**src/rtl/audio_frame_path.sv**
```systemverilog
// Frame sequencer for the ADC/DAC serial engines: tick/start timing, round-robin
// channel capture, saturating gain, output mode and ADC-to-DAC width conversion.
module audio_frame_path #(
    parameter int unsigned CLK_DIV   = 32,
    parameter int unsigned FRAME_LEN = 21,
    parameter int unsigned ADC_BITS  = 10,
    parameter int unsigned DAC_BITS  = 12,
    parameter int unsigned NUM_CH    = 1,
    localparam int unsigned CH_W     = (NUM_CH > 1) ? $clog2(NUM_CH) : 1
) (
    input  logic                clk,
    input  logic                rst_n,
    input  logic                enable,
    input  logic [1:0]          mode,
    input  logic [1:0]          gain_shift,
    input  logic [ADC_BITS-1:0] adc_data,
    output logic                tick,
    output logic                start,
    output logic [CH_W-1:0]     adc_ch,
    output logic [ADC_BITS-1:0] sample_out,
    output logic [CH_W-1:0]     sample_ch,
    output logic                sample_valid,
    output logic [DAC_BITS-1:0] dac_data,
    output logic [CH_W-1:0]     dac_ch
);

    localparam int unsigned PW = $clog2(CLK_DIV);
    localparam int unsigned SW = $clog2(FRAME_LEN);
    localparam int unsigned GW = ADC_BITS + 3;

    localparam logic [PW-1:0]       PRE_LAST  = PW'(CLK_DIV - 1);
    localparam logic [SW-1:0]       SLOT_LAST = SW'(FRAME_LEN - 1);
    localparam logic [CH_W-1:0]     CH_LAST   = CH_W'(NUM_CH - 1);
    localparam logic [GW-1:0]       MID_G     = GW'(1) << (ADC_BITS - 1);
    localparam logic [GW-1:0]       MAX_G     = MID_G - GW'(1);
    localparam logic [DAC_BITS-1:0] DAC_MID   = DAC_BITS'(1) << (DAC_BITS - 1);

    localparam logic [1:0] MODE_PASS = 2'b00;
    localparam logic [1:0] MODE_MUTE = 2'b01;
    localparam logic [1:0] MODE_HOLD = 2'b10;
    localparam logic [1:0] MODE_RAMP = 2'b11;

    logic [PW-1:0]       prescaler;
    logic [SW-1:0]       slot;
    logic [1:0]          mode_q;
    logic [1:0]          gain_q;
    logic [DAC_BITS-1:0] ramp;
    logic                capture_c;

    logic signed [GW-1:0] diff_c;
    logic signed [GW-1:0] gained_c;
    logic signed [GW-1:0] sat_c;
    logic [ADC_BITS-1:0]  proc_c;
    logic [DAC_BITS-1:0]  conv_c;

    assign tick      = enable && (prescaler == PRE_LAST);
    assign start     = tick && (slot == '0);
    assign capture_c = tick && (slot == SLOT_LAST);

    // Gain about midscale with saturation to the ADC range
    always_comb begin
        diff_c   = $signed(GW'(sample_out) - MID_G);
        gained_c = diff_c <<< gain_q;
        sat_c    = gained_c;
        if (gained_c > $signed(MAX_G)) begin
            sat_c = $signed(MAX_G);
        end else if (gained_c < -$signed(MID_G)) begin
            sat_c = -$signed(MID_G);
        end
        proc_c = ADC_BITS'($unsigned(sat_c) + MID_G);
    end

    if (DAC_BITS >= ADC_BITS) begin : g_widen
        assign conv_c = DAC_BITS'(proc_c) << (DAC_BITS - ADC_BITS);
    end else begin : g_narrow
        assign conv_c = proc_c[ADC_BITS-1 -: DAC_BITS];
    end

    always_ff @(posedge clk or negedge rst_n) begin
        if (!rst_n) begin
            prescaler    <= '0;
            slot         <= '0;
            adc_ch       <= '0;
            sample_out   <= '0;
            sample_ch    <= '0;
            sample_valid <= 1'b0;
            dac_data     <= DAC_MID;
            dac_ch       <= '0;
            mode_q       <= MODE_PASS;
            gain_q       <= '0;
            ramp         <= '0;
        end else begin
            sample_valid <= capture_c;

            // Dropping enable discards the partial frame
            if (!enable) begin
                prescaler <= '0;
                slot      <= '0;
            end else if (tick) begin
                prescaler <= '0;
                slot      <= (slot == SLOT_LAST) ? '0 : slot + SW'(1);
            end else begin
                prescaler <= prescaler + PW'(1);
            end

            // Mode and gain are frozen with the sample so mid-frame changes wait
            if (capture_c) begin
                sample_out <= adc_data;
                sample_ch  <= adc_ch;
                adc_ch     <= (adc_ch == CH_LAST) ? '0 : adc_ch + CH_W'(1);
                mode_q     <= mode;
                gain_q     <= gain_shift;
            end

            if (sample_valid) begin
                case (mode_q)
                    MODE_PASS: begin
                        dac_data <= conv_c;
                        dac_ch   <= sample_ch;
                    end
                    MODE_MUTE: begin
                        dac_data <= DAC_MID;
                        dac_ch   <= sample_ch;
                    end
                    MODE_RAMP: begin
                        dac_data <= ramp;
                        dac_ch   <= sample_ch;
                        ramp     <= ramp + DAC_BITS'(1);
                    end
                    default: begin
                    end
                endcase
            end
        end
    end

endmodule
```
**config.mk**
```make
export PLATFORM = sky130hd
export DESIGN_NAME = audio_frame_path
export DESIGN_NICKNAME = d
export VERILOG_FILES = /design/src/rtl/audio_frame_path.sv
export SDC_FILE = /design/constraint.sdc
export NUM_CORES = 1
export LEC_CHECK = 0
export CAP_MARGIN = 20
export CORE_MARGIN = 10
export CORE_UTILIZATION = 45
export DETAILED_ROUTE_END_ITERATION = 8
export GPL_TIMING_DRIVEN = 1
export PLACE_DENSITY = 0.81
export SYNTH_ARGS = -nofsm -noshare
export SYNTH_HDL_FRONTEND = slang
export SYNTH_SLANG_ARGS = --single-unit
export TNS_END_PERCENT = 1
```
**constraint.sdc**
```tcl
create_clock -name clk -period 5.4 [get_ports clk]
set_input_delay 0.54 -clock clk [delete_from_list [all_inputs] [get_ports clk]]
set_output_delay 0.54 -clock clk [all_outputs]
set_load 0.02 [all_outputs]
```
## Yosys cells after proc, flatten, opt, wreduce, memory -nomap -nowiden

Index checks and enable logic that the tools add are counted.

| storage, ports and cells | value |
|---|---|
| register bits after elaboration | 52 |
| output and inout port bits | 28 |
| input port bits | 17 |

| operators by class | value |
|---|---|
| equality and inequality tests | 5 |
| reduce and logical (&&, ||, !) cells | 10 |
| $lt $le $gt $ge | 2 |
| add/subtract/negate cells | 6 |
| muxes and demuxes | 9 |
| shift operators | 1 |

Operators by type and width:

| cell | number |
|---|---|
| one-hot mux 12 bit (3 select lines) | 1 |
| two-way mux 5 bit | 5 |
| two-way mux 10 bit | 2 |
| greater-than comparator 13 x 10 -> 1 bit (second input constant) | 1 |
| < comparator 13 x 10 -> 1 bit (second input constant) | 1 |
| <<< shifter 11 x 2 -> 13 bit | 1 |
| adder 12 x 1 -> 12 bit (second input constant) | 1 |
| subtractor 10 x 10 -> 11 bit (second input constant) | 1 |
| adder 10 bit (second input constant) | 1 |
| adder 5 x 1 -> 5 bit (second input constant) | 2 |
| equality test 5 bit (second input constant) | 2 |
| AND reduction 2 bit | 3 |
| logical NOT 5 bit | 1 |
| logical AND 1 bit | 3 |
| nonzero test 3 bit | 1 |
| OR reduction 3 bit | 1 |
| equality test 2 x 1 -> 1 bit (second input constant) | 1 |
| equality test 2 bit (second input constant) | 1 |
| logical NOT 2 bit | 1 |
| != test 2 x 1 -> 1 bit (second input constant) | 1 |
| adder 1 bit (second input constant) | 1 |
| two-way mux 1 bit | 1 |

## Longest topological paths before layout

| depth | value |
|---|---|
| word-level depth | 7 |
| mapped depth | 9 |
| mapped depth without buffers | 7 |

## Worst setup path after synthesis

No wires, ideal clock.

| timing path | value |
|---|---|
| path type | register -> output |
| start point | register prescaler[0] |
| end point | output port start |
| slack | 3.118 ns |
| cell stages (with the launch flop) | 7 |
| buffers on the path | 1 |
| arrival time | 1.742 ns |
| cell sequence | dfrtp_1 > ha_1 > and3_1 > ha_1 > buf_2 > nand2_1 > nor4_1 |

| on the way | value |
|---|---|
| cells in the longest elaborated chain, start to end | 3 |

Ends and longest elaborated chain:

| item | line | RTL |
|---|---|---|
| start, declared | 43 | `logic [PW-1:0] prescaler;` |
| start signal, assigned | 103 | `prescaler <= prescaler + PW'(1);` |
| equality test 5 bit | 56 | `assign tick = enable && (prescaler == PRE_LAST);` |
| logical AND 1 bit | 56 |  |
| logical AND 1 bit | 57 | `assign start = tick && (slot == '0);` |
| end, declared | 18 | `output logic start,` |

No other way between the ends.

## Worst setup path after layout

Ends and elaborated chain as after synthesis.

==> summary.txt <==
terminus of the critical flop-to-flop path - sample_out[8]
Reg clk slew, reported paths - 0.09 ns
delay-heaviest family, CP - buffers and inverters
via count - 1,912
CP Depth - 6
dpl hpwl - 4032 um
Post-synth EDFFs - 0
post-synth cell types - 50
CTS buffer count - 5
Finished Layout Cells - 355
final setup violation count - 0
global-route wire length before repair - 9563 um
WP buf/inv - 1
Hold WC Path Type - input pin to asynchronous set/reset pin
Sequential Area - 1227 um2
fillcell total - 511
Worst Max-Slew Pin Slew - 0.7660 ns
die area - 9218 um2
Crit path arrival time - 2.39 ns
area delta synth->final - 20.40%
DR WL/cell - 15.54 um
proportion of layout cells with a drive suffix above 1 - 12.37%
Die Y - 96.01 um
Synth area leaders - dfrtp_1, mux2_2, nand2_1
outcome - finished, final reports clean
Final GP Congestion - 0.8026
Setup crit end kind - output pin
Setup Skew - 0.006598 ns
initial drt markers - 64
Peak supply drop - 0.1877 mV
CTS tree - done
Resized cells post-CTS - 0
CTS Buffer Depth - 2
most used cell, CP - ha_1
CP Max Fanout - 9
DIE WIDTH - 96.01 um
PD cells - 197.1 nW/um2
GRT Resource Usage Total - 12.83%
GRT overflow - 0
Post-synth ARST share - 100.0%
area occupied by multi-input gates - 1260 um2
cell taking the most area after synthesis - dfrtp_1
Crit path required time - 4.86 ns
setup TNS - 0 ns
Starting Density - 46.93%
vias in the first global route - 1,988
core area - 5540 um2
sequential area share after synthesis - 47.21%
RSZ-0062 raised after global routing - no
synth warn - 0
WHS - 0.2484 ns
Critical path origin - prescaler[0]
Leak - 1.318 nW
FF+latch count, synth - 49
antenna violations before repair - 0
Hold Buf Count CTS - 0
Max-slew headroom - 48.88%
Max Clk Rate - 0.3410 GHz
# rows - 27
Largest stage delay, worst path - 0.66 ns
Avg Cell Area, Syn - 10.61 um2
RR Startpoint - prescaler[0]
dpl cells - 346
crit path launch type - register
synthesized area - 2600 um2
Post-synth top flop - dfrtp_1
crit share post-route - 54.31%
Ports - 45
post-CTS setup buffer count - 0
slowest stage cell, crit path - clkdlybuf4s50_1
min Tclk post-route - 2.933 ns
H-tree lvl count - 2
fin nets - 304
largest net degree at the start of global routing - 50
crit path cell chain - ha_1, and3_1, ha_1, nand2_1, nor4_1, clkdlybuf4s50_1
Clock Sinks - 49
vias per inst - 5.386
routed wire length - 5516 um
worst reg-to-reg setup slack - 3.05 ns
drt drc - 0
Max Transition Viols Final - 0
Ant. Diodes - 0
Final Hold Vio Count - 0
area share of the largest cell type after synthesis - 46.20%
reg2reg path depth - 6
Pre-antenna DRT Iters - 4
crit path kind - register to output pin
antenna-violating nets left - 0
Worst-Skew Late Latency - 0.29 ns
Port Buf Inserts - 41
max cap viols - 0
Mapped Cells - 245
root buffer cell - clkbuf_8
metal layers:
| layer | GRT usage [%] | routed length, um | vias to the layer above |
|---|---|---|---|
| li1 | - | - | 944 |
| met1 | 15.90 | 2407 | 919 |
| met2 | 21.02 | 2685 | 44 |
| met3 | 4.436 | 371 | 5 |
| met4 | 2.948 | 51 | 0 |
| met5 | 0 | 0 | - |
synthesized netlist by cell type (2+ instances only):
cell type  instances
inv_1              6
buf_4              4
xor2_1             3
and3_1             2
nand3_1           10
buf_2              6
mux4_2             3
and2_1             2
nor2b_1            4
nand2b_1           6
nor2_1            11
nor3_1             2
nand4_1            6
o221a_2            2
xnor2_1           10
a211o_1            2
clkbuf_1           2
a22o_1             4
dfrtp_1           48
or3_1              5
mux2i_1            6
a22oi_1            3
buf_6              2
o21ai_0           12
a21oi_1            6
a21oi_2            2
mux2_2            14
ha_1               5
o22ai_1            2
a21boi_0           2
nand2_1           24
nor3b_1            3
o2bb2ai_1          7
nor4b_1            3
flip-flops by register name, summed over array words and instances (netlist names):
register / flops
mode_q: 2
prescaler: 5
slot: 5
sample_valid: 1
sample_out: 10
dac_data: 12
gain_q: 2
ramp: 12
area by class of cell:
type	count	share of cell area, %
Inverter	8	0.9592
Multi-Input combinational cell	176	40.25
Tap cell	72	2.878
Clock buffer	8	2.878
Sequential cell	49	39.21
Timing Repair Buffer	42	13.83
cells by family after synthesis:
group | share of synthesized area [%]
AND/OR/NAND/NOR | 18.19
flip-flops | 47.21
AO/OA/AOI/OAI | 12.08
multiplexers | 10.97
buffers and inverters | 4.620
XOR/XNOR | 4.379
adder cells (fa/ha/maj) | 2.406
other | 0.1442
placed cells by master (no fill, tap or decap), types with 3 or more instances in the layout:
cell	instances
clkbuf_8	6
a22oi_1	3
nand2b_1	6
nor2b_1	4
clkdlybuf4s50_1	40
nor3b_1	3
o2bb2ai_1	7
mux4_2	3
a21oi_1	6
xnor2_1	10
ha_1	5
inv_1	6
nand2_1	24
conb_1	3
a22o_1	4
nor4b_1	3
or3_1	5
mux2i_1	6
nand4_1	6
nand3_1	10
nor2_1	11
o21ai_0	12
dfrtp_1	48
mux2_2	14
xor2_1	3
stage by stage:
stage                     utilization, %  setup WS (ns)  cell area [um2]  power [mW]
after global placement             54.38          2.727             3013      0.4013
after detailed placement           54.38          2.680             3013      0.4017
after global routing               56.50          2.203             3131      0.6412
final                              56.50          2.467             3131      0.6171
after CTS                          56.01          2.423             3103      0.6176
after floorplan                        -          3.118             2608      0.3835
worst max path at each step:
stage	end	slack [ns]
finish	start	2.47
global route	start	2.20
CTS	start	2.42
detailed placement	start	2.68
global placement	start	2.73
floorplan	start	3.12
power by group:
part	switching, mW	internal (mW)
Sequential	0.00128	0.368
Clock	0.116	0.105
Combinational	0.0128	0.0138
Note: power is estimated with default switching activity, not from simulation.
